File: src/rtl/pipe_pkg.sv
// pipe_pkg: stall indices, per-boundary payload widths, NOP encodings and field offsets
package pipe_pkg;
    localparam int STALL_PC  = 0;
    localparam int STALL_IF  = 1;
    localparam int STALL_ID  = 2;
    localparam int STALL_EX  = 3;
    localparam int STALL_MEM = 4;
    localparam int STALL_WB  = 5;
    localparam int STALL_VEC_W = 6;

    localparam int IF_ID_W  = 64;
    localparam int ID_EX_W  = 113;
    localparam int EX_MEM_W = 38;
    localparam int MEM_WB_W = 38;

    localparam logic [7:0] EXE_NOP_OP   = 8'h00;
    localparam logic [2:0] EXE_RES_NOP  = 3'b000;
    localparam logic [4:0] NOPRegAddr   = 5'b00000;
    localparam logic       WriteDisable = 1'b0;

    localparam int ID_EX_LINK_OFS   = 0;
    localparam int ID_EX_WREG_OFS   = 32;
    localparam int ID_EX_WD_OFS     = 33;
    localparam int ID_EX_REG2_OFS   = 38;
    localparam int ID_EX_REG1_OFS   = 70;
    localparam int ID_EX_ALUSEL_OFS = 102;
    localparam int ID_EX_ALUOP_OFS  = 105;
    localparam int WB_WDATA_OFS     = 0;
    localparam int WB_WREG_OFS      = 32;
    localparam int WB_WD_OFS        = 33;

    localparam logic [IF_ID_W-1:0]  IF_ID_NOP  = '0;
    localparam logic [ID_EX_W-1:0]  ID_EX_NOP  = {EXE_NOP_OP, EXE_RES_NOP, 32'h0, 32'h0,
                                                  NOPRegAddr, WriteDisable, 32'h0};
    localparam logic [EX_MEM_W-1:0] EX_MEM_NOP = {NOPRegAddr, WriteDisable, 32'h0};
    localparam logic [MEM_WB_W-1:0] MEM_WB_NOP = {NOPRegAddr, WriteDisable, 32'h0};

    function automatic logic [ID_EX_W-1:0] pack_id_ex(
        input logic [7:0] aluop, input logic [2:0] alusel, input logic [31:0] reg1,
        input logic [31:0] reg2, input logic [4:0] wd, input logic wreg, input logic [31:0] link
    );
        return {aluop, alusel, reg1, reg2, wd, wreg, link};
    endfunction
endpackage

File: src/rtl/sat_counter.sv
// sat_counter: saturating up-counter with synchronous clear taking precedence over increment
module sat_counter #(
    parameter int CNT_W = 16
) (
    input  logic             clk,
    input  logic             rst,
    input  logic             inc,
    input  logic             clr,
    output logic [CNT_W-1:0] count
);
    logic [CNT_W-1:0] count_q, count_d;

    always_comb count_d = clr ? '0 : (inc && !(&count_q)) ? count_q + 1'b1 : count_q;

    always_ff @(posedge clk) begin
        if (!rst) count_q <= '0;
        else      count_q <= count_d;
    end

    assign count = count_q;
endmodule

File: src/rtl/pipe_stage_reg.sv
// pipe_stage_reg: inter-stage pipeline register with flush, bubble, hold and perf counters
module pipe_stage_reg
    import pipe_pkg::*;
#(
    parameter int                DATA_W  = ID_EX_W,
    parameter logic [DATA_W-1:0] NOP_VAL = {DATA_W{1'b0}},
    parameter int                STAGE   = STALL_ID,
    parameter int                STALL_W = STALL_VEC_W,
    parameter int                CNT_W   = 16
) (
    input  logic               clk,
    input  logic               rst,
    input  logic [STALL_W-1:0] stall,
    input  logic               flush,
    input  logic               clr_cnt,
    input  logic               in_valid,
    input  logic [DATA_W-1:0]  in_data,
    input  logic               in_dslot,
    input  logic               next_dslot_i,
    output logic               out_valid,
    output logic [DATA_W-1:0]  out_data,
    output logic               out_dslot,
    output logic               dslot_o,
    output logic [CNT_W-1:0]   bubble_cnt,
    output logic [CNT_W-1:0]   hold_cnt
);
    generate
        if (STAGE + 1 >= STALL_W) begin : g_bad_stage
            $error("pipe_stage_reg: STAGE+1 must be below STALL_W");
        end
    endgenerate

    logic              up, dn;
    logic              valid_q, valid_d, dslot_q, dslot_d, nds_q, nds_d;
    logic [DATA_W-1:0] data_q, data_d;

    assign up = stall[STAGE];
    assign dn = stall[STAGE+1];

    // An illegal up=0/dn=1 falls through to the advance branch.
    always_comb begin
        valid_d = valid_q;
        data_d  = data_q;
        dslot_d = dslot_q;
        nds_d   = nds_q;
        if (flush) begin
            valid_d = 1'b0;
            data_d  = NOP_VAL;
            dslot_d = 1'b0;
            nds_d   = 1'b0;
        end else if (up && !dn) begin
            valid_d = 1'b0;
            data_d  = NOP_VAL;
            dslot_d = 1'b0;
        end else if (!up) begin
            valid_d = in_valid;
            data_d  = in_valid ? in_data : NOP_VAL;
            dslot_d = in_valid & in_dslot;
            nds_d   = next_dslot_i;
        end
    end

    always_ff @(posedge clk) begin
        if (!rst) begin
            valid_q <= 1'b0;
            data_q  <= NOP_VAL;
            dslot_q <= 1'b0;
            nds_q   <= 1'b0;
        end else begin
            valid_q <= valid_d;
            data_q  <= data_d;
            dslot_q <= dslot_d;
            nds_q   <= nds_d;
        end
    end

    sat_counter #(.CNT_W(CNT_W)) u_bubble_cnt (
        .clk(clk), .rst(rst), .inc(!flush && up && !dn), .clr(clr_cnt), .count(bubble_cnt)
    );

    sat_counter #(.CNT_W(CNT_W)) u_hold_cnt (
        .clk(clk), .rst(rst), .inc(!flush && up && dn), .clr(clr_cnt), .count(hold_cnt)
    );

    assign out_valid = valid_q;
    assign out_data  = data_q;
    assign out_dslot = dslot_q;
    assign dslot_o   = nds_q;

    assert property (@(posedge clk) disable iff (!rst) !(dn && !up));
endmodule

File: config.mk
export PLATFORM = sky130hd
export DESIGN_NAME = pipe_stage_reg
export DESIGN_NICKNAME = d
export VERILOG_FILES = /design/src/rtl/pipe_pkg.sv /design/src/rtl/sat_counter.sv /design/src/rtl/pipe_stage_reg.sv
export SDC_FILE = /design/constraint.sdc
export NUM_CORES = 1
export LEC_CHECK = 0
export BUFFER_PORTS_ARGS = -buffer_cell sky130_fd_sc_hd__buf_2
export CAP_MARGIN = 20
export CORE_MARGIN = 5
export CORE_UTILIZATION = 49
export DETAILED_ROUTE_END_ITERATION = 10
export GPL_ROUTABILITY_DRIVEN = 0
export HOLD_SLACK_MARGIN = 0.15
export PLACE_DENSITY_LB_ADDON = 0.1
export SLEW_MARGIN = 40
export SYNTH_ARGS = -nofsm -noshare
export SYNTH_HDL_FRONTEND = slang
export SYNTH_SLANG_ARGS = --single-unit
File: constraint.sdc
create_clock -name clk -period 5.35 [get_ports clk]
set_input_delay 0.2675 -clock clk [delete_from_list [all_inputs] [get_ports clk]]
set_output_delay 0.2675 -clock clk [all_outputs]
set_load 0.05 [all_outputs]
==> impl_metrics.json <==
{
  "status": "complete, no violations",
  "cp.arrival_ps": 2750,
  "cts.repair.resized": 0,
  "worst_pin_slew_ps": 819,
  "synthFlopType": "dfxtp_1",
  "crit_path_cell_trace": "buf_4, buf_4, nor2b_4, buf_6, a22oi_1, nor2_1",
  "ff2ff_path_depth": 4,
  "slew-limit-headroom_pct": 45.4,
  "synth_commonest_cells": "dfxtp_1, nor2_1, a22oi_1",
  "drtPass1Iterations": 5,
  "core-area_um2": 10900,
  "cp-start-kind": "primary input",
  "netlist.top_cell.by_area": "dfxtp_1",
  "grt_usage_pct": 30.1,
  "synth_top_family_by_area": "compound AO/OA/AOI/OAI gates",
  "cts.sinks": 148,
  "synth_compound_area_share_pct": 22.1,
  "synthArstFlopShare_pct": 0,
  "die_y_um": 116,
  "io_buffers": 269,
  "dieWidth_um": 116,
  "synth_top_area_share_pct": 54.2,
  "grt_max_degree": 116,
  "dp_cells": 959,
  "synth-adder-area-share_pct": 0.457,
  "clockRootBuffer": "clkbuf_8",
  "rows": 38,
  "fin_skew_ps": 6.90,
  "slew_violations": 0,
  "synth_area_um2": 5470,
  "synth_mux_area_share_pct": 0.732,
  "ys_ff_latch": 148,
  "place_ws_ps": 2510,
  "timing.reg2reg.setup_slack_ps": 3380,
  "drv_cap": 0,
  "min_period_ps": 2310,
  "wire_per_inst_um": 18.6,
  "start_util_pct": 50.2,
  "slowest_delay_ps": 640,
  "min_path_type": "primary input to flip-flop",
  "avgSynthCellArea_um2": 9.29,
  "ios": 274,
  "grt_pass1_vias": 6350,
  "cpMostUsedCell": "buf_4",
  "cp_slowest_cell": "nor2b_4",
  "fin_setup_tns_ps": 0,
  "grt_remaining_overflow": 0,
  "utilization_pct": 80.3,
  "drc_errors": 0,
  "synthCells": 589,
  "synth.area.top_cells": "dfxtp_1, a22oi_1, nor2_1",
  "synth_xor_area_share_pct": 0.320,
  "fmax_ghz": 0.434,
  "finalWorstSetupSlack_ps": 3040,
  "viasPerCell": 5.67,
  "synth.distinct_cells": 41,
  "htreeDepth": 4,
  "crit_required_ps": 5800,
  "hold_violations": 0,
  "drive_gt1_share_pct": 32.0,
  "antenna_left": 0,
  "synth.most_common_cell": "dfxtp_1",
  "period_share_pct": 43.1,
  "synth_simple_gate_area_share_pct": 19.0,
  "synth_edf_count": 0,
  "rsz0062_at_grt": "no",
  "fill_cells": 641,
  "worstSetupPathType": "primary input to flip-flop",
  "area_delta_synth_final_pct": 59.8,
  "cts_tree": "built",
  "fp.dieArea_um2": 13400,
  "worst_setup_path_end_kind": "flip-flop",
  "leakagePower_nw": 3.85,
  "yosysWarnings": 0,
  "clk_pin_slew_ps": 60,
  "antenna_found_initial": 0,
  "grt_first_pass_wirelength_um": 31600,
  "power_mw": 2.74,
  "clk_path_buf_depth": 2,
  "clk_latency_ps": 530,
  "fin_nets": 1083,
  "cp_max_fo": 88,
  "vias": 6291,
  "powerDensity_nw_per_um2": 314,
  "setup_viol": 0,
  "instances_no_fill": 1110,
  "cts_buffers": 17,
  "hold_depth": 4,
  "wl_um": 20600,
  "synthesis.nets": 717,
  "max-vdd-ir-drop_uv": 311,
  "dp_hpwl_um": 11600,
  "yosysSeqAreaShare_pct": 54.2,
  "first_iter_violations": 490
}
-- final timing paths --
path / start / to
hold reg to reg: out_data[5] / out_data[5]
setup / recovery: stall[2] / out_data[52]
setup reg to reg: u_hold_cnt.count[5] / u_hold_cnt.count[15]
hold / removal: stall[3] / u_bubble_cnt.count[1]
-- cells in the final DEF (no fill, tap or decap), types with 3 or more instances in the layout --
cell type / instances
buf_2: 268
dfxtp_1: 148
nor2_1: 125
dlygate4sd3_1: 117
a22oi_1: 114
nand2_1: 21
a21oi_1: 21
nand4_1: 16
clkbuf_16: 16
or3_1: 11
o21ai_0: 11
nand3_1: 10
or4_1: 7
clkbuf_8: 7
o31ai_1: 6
o311ai_0: 6
and4_1: 5
bufinv_16: 5
nand2b_1: 4
inv_1: 4
mux2i_1: 4
o41ai_1: 3
buf_4: 3
-- what timing repair did --
action | CTS | global route
hold buffers | 116 | 1
endpoints found under the setup margin | 0 | 0
setup buffers | 0 | 0
hold endpoints to repair | 115 | 3
-- state kept, by name, summed over array words and instances, names as in the netlist --
name                flops
out_valid               1
dslot_o                 1
u_bubble_cnt.count     16
out_data              113
u_hold_cnt.count       16
out_dslot               1
-- through the flow --
step                      hold WS, ps  area [um2]
after floorplan                   344        5470
after global placement            473        6870
after detailed placement          490        6880
after CTS                         161        8710
after global routing              196        8730
final                             185        8740
-- routing by layer --
layer  track usage, %  part of all wire [%]  wire length (um)  vias up
met5                0                     0                 0        -
met4             18.0                   5.2              1080        0
met3             9.30                   8.8              1820       81
met2             51.8                    50             10300      354
met1             32.5                    36              7410     2960
li1                 -                     -                 -     2896
-- cell type report --
| cell class | count | area [um2] | share of cell area, % |
|---|---|---|---|
| Multi-Input combinational cell | 394 | 2350 | 26.9 |
| Inverter | 4 | 15.0 | 0.172 |
| Clock inverter | 7 | 165 | 1.89 |
| Antenna cell | 2 | 5.00 | 0.0573 |
| Timing Repair Buffer | 390 | 2560 | 29.3 |
| Tap cell | 140 | 175 | 2.00 |
| Sequential cell | 148 | 2960 | 33.9 |
| Clock buffer | 25 | 504 | 5.77 |
-- critical path, delay by kind of cell --
| kind | cells | cell delay (ps) |
|---|---|---|
| AOI/OAI and AO/OA | 1 | 230 |
| buffers and inverters | 3 | 1320 |
| and+or+nand+nor | 2 | 800 |
-- power by group --
part / internal, mW / total (mW) / switching, mW
combinational: 0.125 / 0.284 / 0.159
clock: 0.881 / 1.33 / 0.450
sequential: 1.12 / 1.13 / 0.00863
total: 2.12 / 2.74 / 0.618
-- cells by family after synthesis --
kind of cell | count (synthesis)
AO/OA/AOI/OAI | 169
buffers and inverters | 47
multiplexers | 4
flip-flops | 148
AND/OR/NAND/NOR | 217
adder cells (fa/ha/maj) | 2
XOR/XNOR | 2
(Power assumes the default switching activity.)
